[config.mk]
export PLATFORM = sky130hd
export DESIGN_NAME = clock_mode_controller
export DESIGN_NICKNAME = d
export VERILOG_FILES = /design/src/rtl/clock_pkg.sv /design/src/rtl/time_field_counter.sv /design/src/rtl/clock_mode_controller.sv
export SDC_FILE = /design/constraint.sdc
export NUM_CORES = 1
export LEC_CHECK = 0
export ABC_AREA = 1
export CAP_MARGIN = 0
export CORE_ASPECT_RATIO = 1.5
export CORE_UTILIZATION = 40
export CTS_CLUSTER_DIAMETER = 50
export DETAILED_ROUTE_END_ITERATION = 10
export PLACE_DENSITY = 0.81
export SLEW_MARGIN = 20
export SYNTH_ARGS = -nofsm -noshare
export SYNTH_HDL_FRONTEND = slang
export SYNTH_HIERARCHICAL = 1
export SYNTH_SLANG_ARGS = --single-unit
[constraint.sdc]
create_clock -name clk -period 4.5 [get_ports clk]
set_input_delay 0.675 -clock clk [delete_from_list [all_inputs] [get_ports clk]]
set_output_delay 0.675 -clock clk [all_outputs]
set_load 0.05 [all_outputs]
[src/rtl/clock_pkg.sv]
// Shared definitions for the clock mode controller: mode encoding,
// time-field widths and the wrap values of each field.
package clock_pkg;

    typedef enum logic [1:0] {
        RUN   = 2'd0,
        SET_H = 2'd1,
        SET_M = 2'd2,
        SET_S = 2'd3
    } mode_t;

    localparam int SEC_W    = 6;
    localparam int MIN_W    = 6;
    localparam int HOUR_W   = 5;
    localparam int SEC_MAX  = 59;
    localparam int MIN_MAX  = 59;
    localparam int HOUR_MAX = 23;

    // RUN -> SET_H -> SET_M -> SET_S -> RUN, using the natural 2-bit wrap.
    function automatic mode_t next_mode(input mode_t m);
        return mode_t'(m + 2'd1);
    endfunction

endpackage

[src/rtl/time_field_counter.sv]
// Modulo-(P_MAX+1) counter for one time field; carry is high during the
// cycle in which an increment wraps the field back to zero.
module time_field_counter #(
    parameter int P_WIDTH = 6,
    parameter int P_MAX   = 59
) (
    input  logic               clk,
    input  logic               reset,
    input  logic               inc,
    output logic               carry,
    output logic [P_WIDTH-1:0] value
);

    localparam logic [P_WIDTH-1:0] MAX_V = P_WIDTH'(P_MAX);

    assign carry = inc && (value == MAX_V);

    always_ff @(posedge clk or negedge reset) begin
        if (!reset) begin
            value <= '0;
        end else if (inc) begin
            value <= carry ? '0 : value + P_WIDTH'(1);
        end
    end

endmodule

[src/rtl/clock_mode_controller.sv]
// Time-of-day keeper with a RUN/SET mode machine; drives the enable and
// divisor of an external one-second tick generator.
module clock_mode_controller
    import clock_pkg::*;
#(
    parameter int P_COUNT_BIT   = 30,
    parameter int P_FREQ_NORMAL = 100_000_000,
    parameter int P_FREQ_FAST   = 1_000_000
) (
    input  logic                   clk,
    input  logic                   reset,
    input  logic                   i_tick,
    input  logic                   i_mode,
    input  logic                   i_up,
    input  logic                   i_fast,
    output logic                   o_gen_en,
    output logic [P_COUNT_BIT-1:0] o_freq,
    output logic [SEC_W-1:0]       o_sec,
    output logic [MIN_W-1:0]       o_min,
    output logic [HOUR_W-1:0]      o_hour,
    output logic [1:0]             o_mode,
    output logic                   o_day
);

    localparam logic [P_COUNT_BIT-1:0] FREQ_N = P_COUNT_BIT'(P_FREQ_NORMAL);
    localparam logic [P_COUNT_BIT-1:0] FREQ_F = P_COUNT_BIT'(P_FREQ_FAST);

    mode_t state, next_state;

    logic run_tick, up_ok;
    logic sec_inc, min_inc, hour_inc;
    logic sec_carry, min_carry, hour_carry;
    logic gen_en_d, day_d;
    logic [P_COUNT_BIT-1:0] freq_d;

    always_ff @(posedge clk or negedge reset) begin
        if (!reset) begin
            state <= RUN;
        end else begin
            state <= next_state;
        end
    end

    always_comb begin
        next_state = state;
        if (i_mode) begin
            next_state = next_mode(state);
        end
    end

    // A mode press in the same cycle swallows i_up; ticks only count in RUN.
    assign run_tick = (state == RUN) && i_tick;
    assign up_ok    = i_up && !i_mode;
    assign sec_inc  = run_tick || ((state == SET_S) && up_ok);
    assign min_inc  = (run_tick && sec_carry) || ((state == SET_M) && up_ok);
    assign hour_inc = (run_tick && sec_carry && min_carry) || ((state == SET_H) && up_ok);

    always_comb begin
        gen_en_d = (next_state == RUN);
        freq_d   = (gen_en_d && i_fast) ? FREQ_F : FREQ_N;
        day_d    = run_tick && sec_carry && min_carry && hour_carry;
    end

    always_ff @(posedge clk or negedge reset) begin
        if (!reset) begin
            o_gen_en <= 1'b0;
            o_freq   <= FREQ_N;
            o_day    <= 1'b0;
        end else begin
            o_gen_en <= gen_en_d;
            o_freq   <= freq_d;
            o_day    <= day_d;
        end
    end

    assign o_mode = state;

    time_field_counter #(.P_WIDTH(SEC_W), .P_MAX(SEC_MAX)) u_sec (
        .clk   (clk),
        .reset (reset),
        .inc   (sec_inc),
        .carry (sec_carry),
        .value (o_sec)
    );

    time_field_counter #(.P_WIDTH(MIN_W), .P_MAX(MIN_MAX)) u_min (
        .clk   (clk),
        .reset (reset),
        .inc   (min_inc),
        .carry (min_carry),
        .value (o_min)
    );

    time_field_counter #(.P_WIDTH(HOUR_W), .P_MAX(HOUR_MAX)) u_hour (
        .clk   (clk),
        .reset (reset),
        .inc   (hour_inc),
        .carry (hour_carry),
        .value (o_hour)
    );

endmodule

== Word-level counts from Yosys, hierarchy flattened ==
Cells that the tools add are included.
Operators by class
  add/subtract/negate cells: 4
  equality and inequality tests: 6
  multiplexer cells: 5
  reduce and logical (&&, ||, !) cells: 18
Operator list (count)
  $mux W27: 1
  $add A6 B1 Y6 const B: 2
  $eq A6 B6 Y1 const B: 2
  $logic_and A1 B1 Y1: 12
  $mux W6: 2
  $add A5 B1 Y5 const B: 1
  $eq A5 B5 Y1 const B: 1
  $mux W5: 1
  $eq A2 B2 Y1 const B: 2
  $logic_not A2 Y1: 2
  $logic_or A1 B1 Y1: 3
  $add A2 B1 Y2 const B: 1
  $eq A2 B1 Y1 const B: 1
  $mux W2: 1
  $logic_not A1 Y1: 1
Storage, ports and cells
  register bits after elaboration: 48
  input bits: 6
  output and inout port bits: 51
  word-level logic and storage cells: 40

== Longest topological paths before layout ==
  depth in word-level cells: 12
  depth in mapped cells: 22
  gate-level depth less buffers: 22

== By module ==
Netlist, hierarchy kept.
By module, submodules not included
  time_field_counter (u_min ...): times used 2, cells an instance 42, area an instance 327.8 um^2, sequential area each 150.1 um^2
  clock_mode_controller: times used 1, cells an instance 68, area an instance 543.0 um^2, sequential area each 151.4 um^2
  time_field_counter (u_hour): times used 1, cells an instance 33, area an instance 255.2 um^2, sequential area each 125.1 um^2

== Worst setup path before layout ==
No wires, ideal clock.
  kind: register -> register
  start: register state[0] (netlist: o_mode[0])
  end: register o_day
  library setup time: 0.072 ns
  arrival time: 2.625 ns
  required time: 4.428 ns
  slack: 1.803 ns
  stages on the path, launching flop included: 23
  buffers on the path: 0
  period minus slack after synthesis: 2.697 ns
  cell sequence: dfrtp_1 inv_1 ha_1 nand2_1 nand2_1 nand2_1 inv_2 nand3_2 inv_2 nand3_1 nand2_1 nand2_1 inv_2 nand3_2 inv_2 nand4_1 nand2_1 nand2_2 nor2_2 nand2_2 inv_1 inv_1 nor2_1
On the way
  word-level cells in the longest chain between the ends: 11
  elaborated cells on any way between the ends: 17
  those cells by class: eq/ne (3); reduce/logical (14)
Ends and longest elaborated chain
  start, declared: RTL line clock_mode_controller.sv:28  | mode_t state, next_state;
  start signal, assigned: RTL line clock_mode_controller.sv:40  | state <= next_state;
  $eq A2 B2 Y1 / $logic_not A2 Y1 (equally long branches): RTL line clock_mode_controller.sv:54, clock_mode_controller.sv:52
  $logic_and A1 B1 Y1, on equally long branches: RTL line clock_mode_controller.sv:54, clock_mode_controller.sv:52
  $logic_or A1 B1 Y1 (*): RTL line clock_mode_controller.sv:54  | assign sec_inc = run_tick || ((state == SET_S) && up_ok);
  via sec_inc: RTL line clock_mode_controller.sv:31  | logic sec_inc, min_inc, hour_inc;
  $logic_and A1 B1 Y1 (*): RTL line time_field_counter.sv:16  | assign carry = inc && (value == MAX_V);
  via sec_carry: RTL line clock_mode_controller.sv:32  | logic sec_carry, min_carry, hour_carry;
  $logic_and A1 B1 Y1 (*): RTL line clock_mode_controller.sv:55  | assign min_inc = (run_tick && sec_carry) || ((state == SET_M) && up_ok);
  $logic_or A1 B1 Y1 (*): RTL line clock_mode_controller.sv:55
  via min_inc: RTL line clock_mode_controller.sv:31
  [... 1 more ...]
  via min_carry: RTL line clock_mode_controller.sv:32
  $logic_and A1 B1 Y1 (*): RTL line clock_mode_controller.sv:56  | assign hour_inc = (run_tick && sec_carry && min_carry) || ((state == SET_H) && up_ok);
  $logic_or A1 B1 Y1 (*): RTL line clock_mode_controller.sv:56
  via hour_inc: RTL line clock_mode_controller.sv:31
  $logic_and A1 B1 Y1 (*): RTL line time_field_counter.sv:16
  via hour_carry: RTL line clock_mode_controller.sv:32
  $logic_and A1 B1 Y1 (*): RTL line clock_mode_controller.sv:61  | day_d = run_tick && sec_carry && min_carry && hour_carry;
  via day_d: RTL line clock_mode_controller.sv:33  | logic gen_en_d, day_d;
  end signal, assigned: RTL line clock_mode_controller.sv:72  | o_day <= day_d;
  end, declared: RTL line clock_mode_controller.sv:22  | output logic o_day
The timed path passes the listed nets; every way through them passes the cells marked *.
A chain may end at the register's enable or synchronous reset.

== Worst setup path in the final report ==
  start: input port i_mode
  end: register o_day
On the way
  word-level cells in the longest chain between the ends: 12
  elaborated cells on any way between the ends: 14
  those cells by class: reduce/logical (14)
Ends and longest elaborated chain
  start, declared: RTL line clock_mode_controller.sv:13  | input logic i_mode,
  $logic_not A1 Y1: RTL line clock_mode_controller.sv:53  | assign up_ok = i_up && !i_mode;
  $logic_and A1 B1 Y1: RTL line clock_mode_controller.sv:53
  $logic_and A1 B1 Y1: RTL line clock_mode_controller.sv:54
  $logic_or A1 B1 Y1: RTL line clock_mode_controller.sv:54
  via sec_inc: RTL line clock_mode_controller.sv:31
  $logic_and A1 B1 Y1: RTL line time_field_counter.sv:16
  via sec_carry: RTL line clock_mode_controller.sv:32
  $logic_and A1 B1 Y1: RTL line clock_mode_controller.sv:55
  [... 1 more ...]
  via min_inc: RTL line clock_mode_controller.sv:31
  [... 1 more ...]
  via min_carry: RTL line clock_mode_controller.sv:32
  $logic_and A1 B1 Y1: RTL line clock_mode_controller.sv:56
  $logic_or A1 B1 Y1: RTL line clock_mode_controller.sv:56
  via hour_inc: RTL line clock_mode_controller.sv:31
  $logic_and A1 B1 Y1: RTL line time_field_counter.sv:16
  via hour_carry: RTL line clock_mode_controller.sv:32
  $logic_and A1 B1 Y1: RTL line clock_mode_controller.sv:61
  via day_d: RTL line clock_mode_controller.sv:33
The timed path passes the listed nets, and every way through them passes these cells.

==> impl_summary.md <==
Timing
The number of setup violations in the final report is 0. The setup clock skew after layout is 0.00297 ns. Setup repair after global routing left no endpoint under its margin. For the pin with the worst max-slew slack, the measured transition is 0.519 ns. The highest achievable clock rate is 0.331 GHz. The clock period could shrink to 3.02 ns.

The number of pins exceeding their max-slew limit in the final report was 0. In this run the tightest slew margin relative to its limit is 0.654. The final number of hold-violating endpoints is 0.

The setup TNS after final layout is 0 ns. In the finished design, the share of the clock period the worst path needs comes to 0.671.

Detailed routing
The highest layer touched by signal routing is met4. For this block, the initial DRC count from the detailed router was 11. The routed length on met3 is 101 µm.

The total length of routed wires is approximately 2300 µm. The vias after detailed routing is approximately 1100. The number of vias per cell is 4.26. The number of antenna-violating nets in the routed design is 0. After detailed routing, the number of remaining DRC violations is 0.

Summed over all nets, wire length on met2 after detailed routing comes to 1160 µm. The met1 routed wirelength after detailed routing is 990 µm. After detailed routing, the average wire length per cell comes to 8.89 µm. The first detailed-routing pass ran for 2 iterations.

Setup path
The master of the slowest instance on the critical path is clkdlybuf4s50_1. The launching element type of the critical path is a primary input. The data required time at the worst endpoint is between 4 and 5 ns. Of all nets on the critical path, the largest fanout is 5. For the worst setup path, the data arrival time is 3.21 ns. The type of destination of the critical path is a flip-flop. The family with the most delay on the worst path is simple AND/OR/NAND/NOR gates. The delay of the slowest cell on the worst path is 0.45 ns. The signal on the critical path passes through clkdlybuf4s50_1 > inv_2 > nand3_1 > nand2_1 > nand2_1 > inv_2 > nand3_2 > inv_2 > nand3_1 > nand2_1 > nand2_1 > inv_2 > nand3_2 > inv_2 > nand4_1 > nand2_1 > nand2_2 > nor2_2 > nand2_2 > inv_1 > inv_1 > nor2_1. The number of buffers and inverters on the critical path is 8. The class of the most critical setup path is primary input to flip-flop.

Run status
The run finished with clean final reports.

Clocking
Clock tree synthesis found a total of 23 sinks. CTS built an H-tree with a depth of 1. For the worst-skew pair, the clock arrives at the later sink with an insertion delay of roughly 0.26 ns.

TritonCTS created 3 clock buffers. The number of gates given a new drive strength after cts is 0. TritonCTS built the clock tree.

The library cell used as clock root buffer is clkbuf_8. Clock-pin slew was measured on the worst setup and hold paths at roughly 0.080 ns. The cts-stage hold buffer count is 0.

The total setup buffers inserted after CTS is 0. The clock passes through at most 2 buffers.

Place
The cell area after placement is roughly 0.0017 mm². The number of placed instances, taps included is ~250. The detailed placement HPWL is 1840 µm. The global placer's final weighted congestion is about 0.75. The number of buffer cells added on primary ports is 39.

GRT
The first global-routing pass estimated 3940 µm of wire. The number of global-route vias before repair is 974. Global routing finished with a remaining overflow of 0. The initial antenna violation count is 0. Entering global routing, the biggest net connects 24 pins. Across every metal layer, demand over resource in global routing totals 0.132.

Layout
Of the cells placed in the final design, the portion with a size suffix greater than 1 is 0.116. The number of nets in the layout is 229. Once layout is done, the placed cells without fillers occupy 0.00178 mm². The count of cells in the finished layout, fillers not included, comes to between 200 and 300. Once layout is complete, the utilization of the core stands at 0.517. The diode insertion count for antenna repair is 0. The area added between synthesis and finish is 22.6%.

Synth
In the synthesized netlist, the number of instances is 185. During synthesis, Yosys emitted a total of 6 warnings. The count of cell types in the netlist is 19.

The share of synthesized area in the top cell type comes to 0.379. Summing every instance area after synthesis gives 0.00145 mm². The average instance in the mapped netlist occupies 7.86 µm². The share of the Yosys chip area taken by registers is 0.397. In the post-synthesis netlist, the biggest area contributors are dfrtp_1 (38%), buf_4 (14%), nand2_1 (12%). In this run, synthesis produced a sequential element count of 23. The cell type with the largest total area after synthesis is dfrtp_1.

Floorplan
The placeable core region is 0.00345 mm². The top-level I/O count is 57. From bottom edge to top edge, the die measures 75.8 µm. The horizontal die dimension is 51.2 µm. The floorplan step defined a die boundary enclosing 0.00388 mm². The initialized floorplan defines 26 standard-cell rows.

The starting density of the core is 0.422.

Power and ir drop
Across the VDD grid, the largest voltage drop is 0.284 mV. Dividing total power by cell area gives a power density of slightly below 600 mW/mm². Summing internal, switching and leakage power gives 1.05 mW. The leakage component of the power is 0.939 nW.

Worst hold path
The worst min-delay path category is primary input to asynchronous set/reset pin.

Flow run
The reported max-cap violation count is 0.
cells in the mapped netlist, drive strengths merged:
cell type and number:
a21oi 2, buf 28, conb 2, dfrtp 22, dfstp 1, ha 7, inv 30, nand2 53
nand3 13, nand4 1, nor2 20, o211ai 2, o21a 1, xor2 3
flip-flops by register name, summed over array words and instances, names as in the netlist:
signal	count
o_day	1
u_sec/value	6
o_freq	2
u_min/value	6
o_gen_en	1
o_mode	2
u_hour/value	5
area by class of cell:
class | count | area (µm²)
well taps | 42 | 52.6
clock buffers | 4 | 45.0
inverters | 30 | 113
flip-flops and latches | 23 | 577
repair buffers | 39 | 385
multi-input cells | 119 | 611
fillers | 355 | 1670
metal layers:
layer | track usage | vias to the layer above
met5 | 0 | -
met4 | 0.0631 | 0
met3 | 0.0120 | 2
met2 | 0.243 | 40
met1 | 0.152 | 485
li1 | - | 568
cell families (layout without fill, tap and decap cells):
kind of cell | count (synthesis) | in the layout | synth area share
AOI/OAI and AO/OA | 5 | 5 | 0.0275
xor gates and xnor gates | 3 | 3 | 0.0181
adders and majority gates | 7 | 7 | 0.0602
buffers and inverters | 58 | 73 | 0.222
DFF | 23 | 23 | 0.397
other | 2 | 17 | 0.00517
and+or+nand+nor | 87 | 87 | 0.270
worst paths after layout:
path,start,end,slack [ns],cells after the start
worst max-delay path,i_mode,o_day,1.48,22
worst min-delay path,reset,u_sec/value[3],0.38,1
worst max register to register,o_mode[0],o_day,1.71,22
worst min register to register,u_hour/value[4],u_hour/value[4],0.53,1
max in group asynchronous,reset,o_freq[24],3.75,1
min in group clk,u_hour/value[4],u_hour/value[4],0.53,1
layout by cell type (no fill, tap or decap):
master,instances
nand2_2,7
nand3_1,11
xor2_1,3
nor2_2,2
o21a_1,1
o211ai_1,2
clkbuf_8,3
nand2_1,46
nand3_2,2
dfrtp_1,22
a21oi_2,2
buf_2,1
ha_1,7
inv_2,5
clkdlybuf4s50_1,38
dfstp_2,1
inv_1,25
nor2_4,2
nor2_1,16
conb_1,17
nand4_1,1
clkbuf_1,1
stage by stage:
step / setup slack, ns / hold WS, ns
after floorplan: 1.80 / 0.379
after global placement: 1.23 / 0.516
after detailed placement: 1.20 / 0.526
after CTS: 1.47 / 0.548
after global routing: 1.17 / 0.417
final: 1.48 / 0.385
where the power goes:
group          switching (mW)  internal, mW  total, mW  leakage, nW
Sequential             0.0752         0.266      0.342        0.288
Combinational           0.405         0.178      0.583        0.628
Clock                  0.0624        0.0630      0.125       0.0228
Total                   0.543         0.508       1.05        0.939
worst reg2reg max path: stages (launching register included):
cell     delay [ns]
dfrtp_1        0.44
inv_1          0.12
ha_1           0.19
nand2_1        0.06
nand2_1        0.14
nand2_1        0.12
inv_2          0.08
nand3_2        0.12
inv_2          0.10
nand3_1        0.07
nand2_1        0.15
nand2_1        0.11
inv_2          0.08
nand3_2        0.12
inv_2          0.08
nand4_1        0.12
nand2_1        0.14
nand2_2        0.09
nor2_2         0.14
nand2_2        0.08
inv_1          0.06
inv_1          0.03
nor2_1         0.09
(Power assumes the default switching activity.)
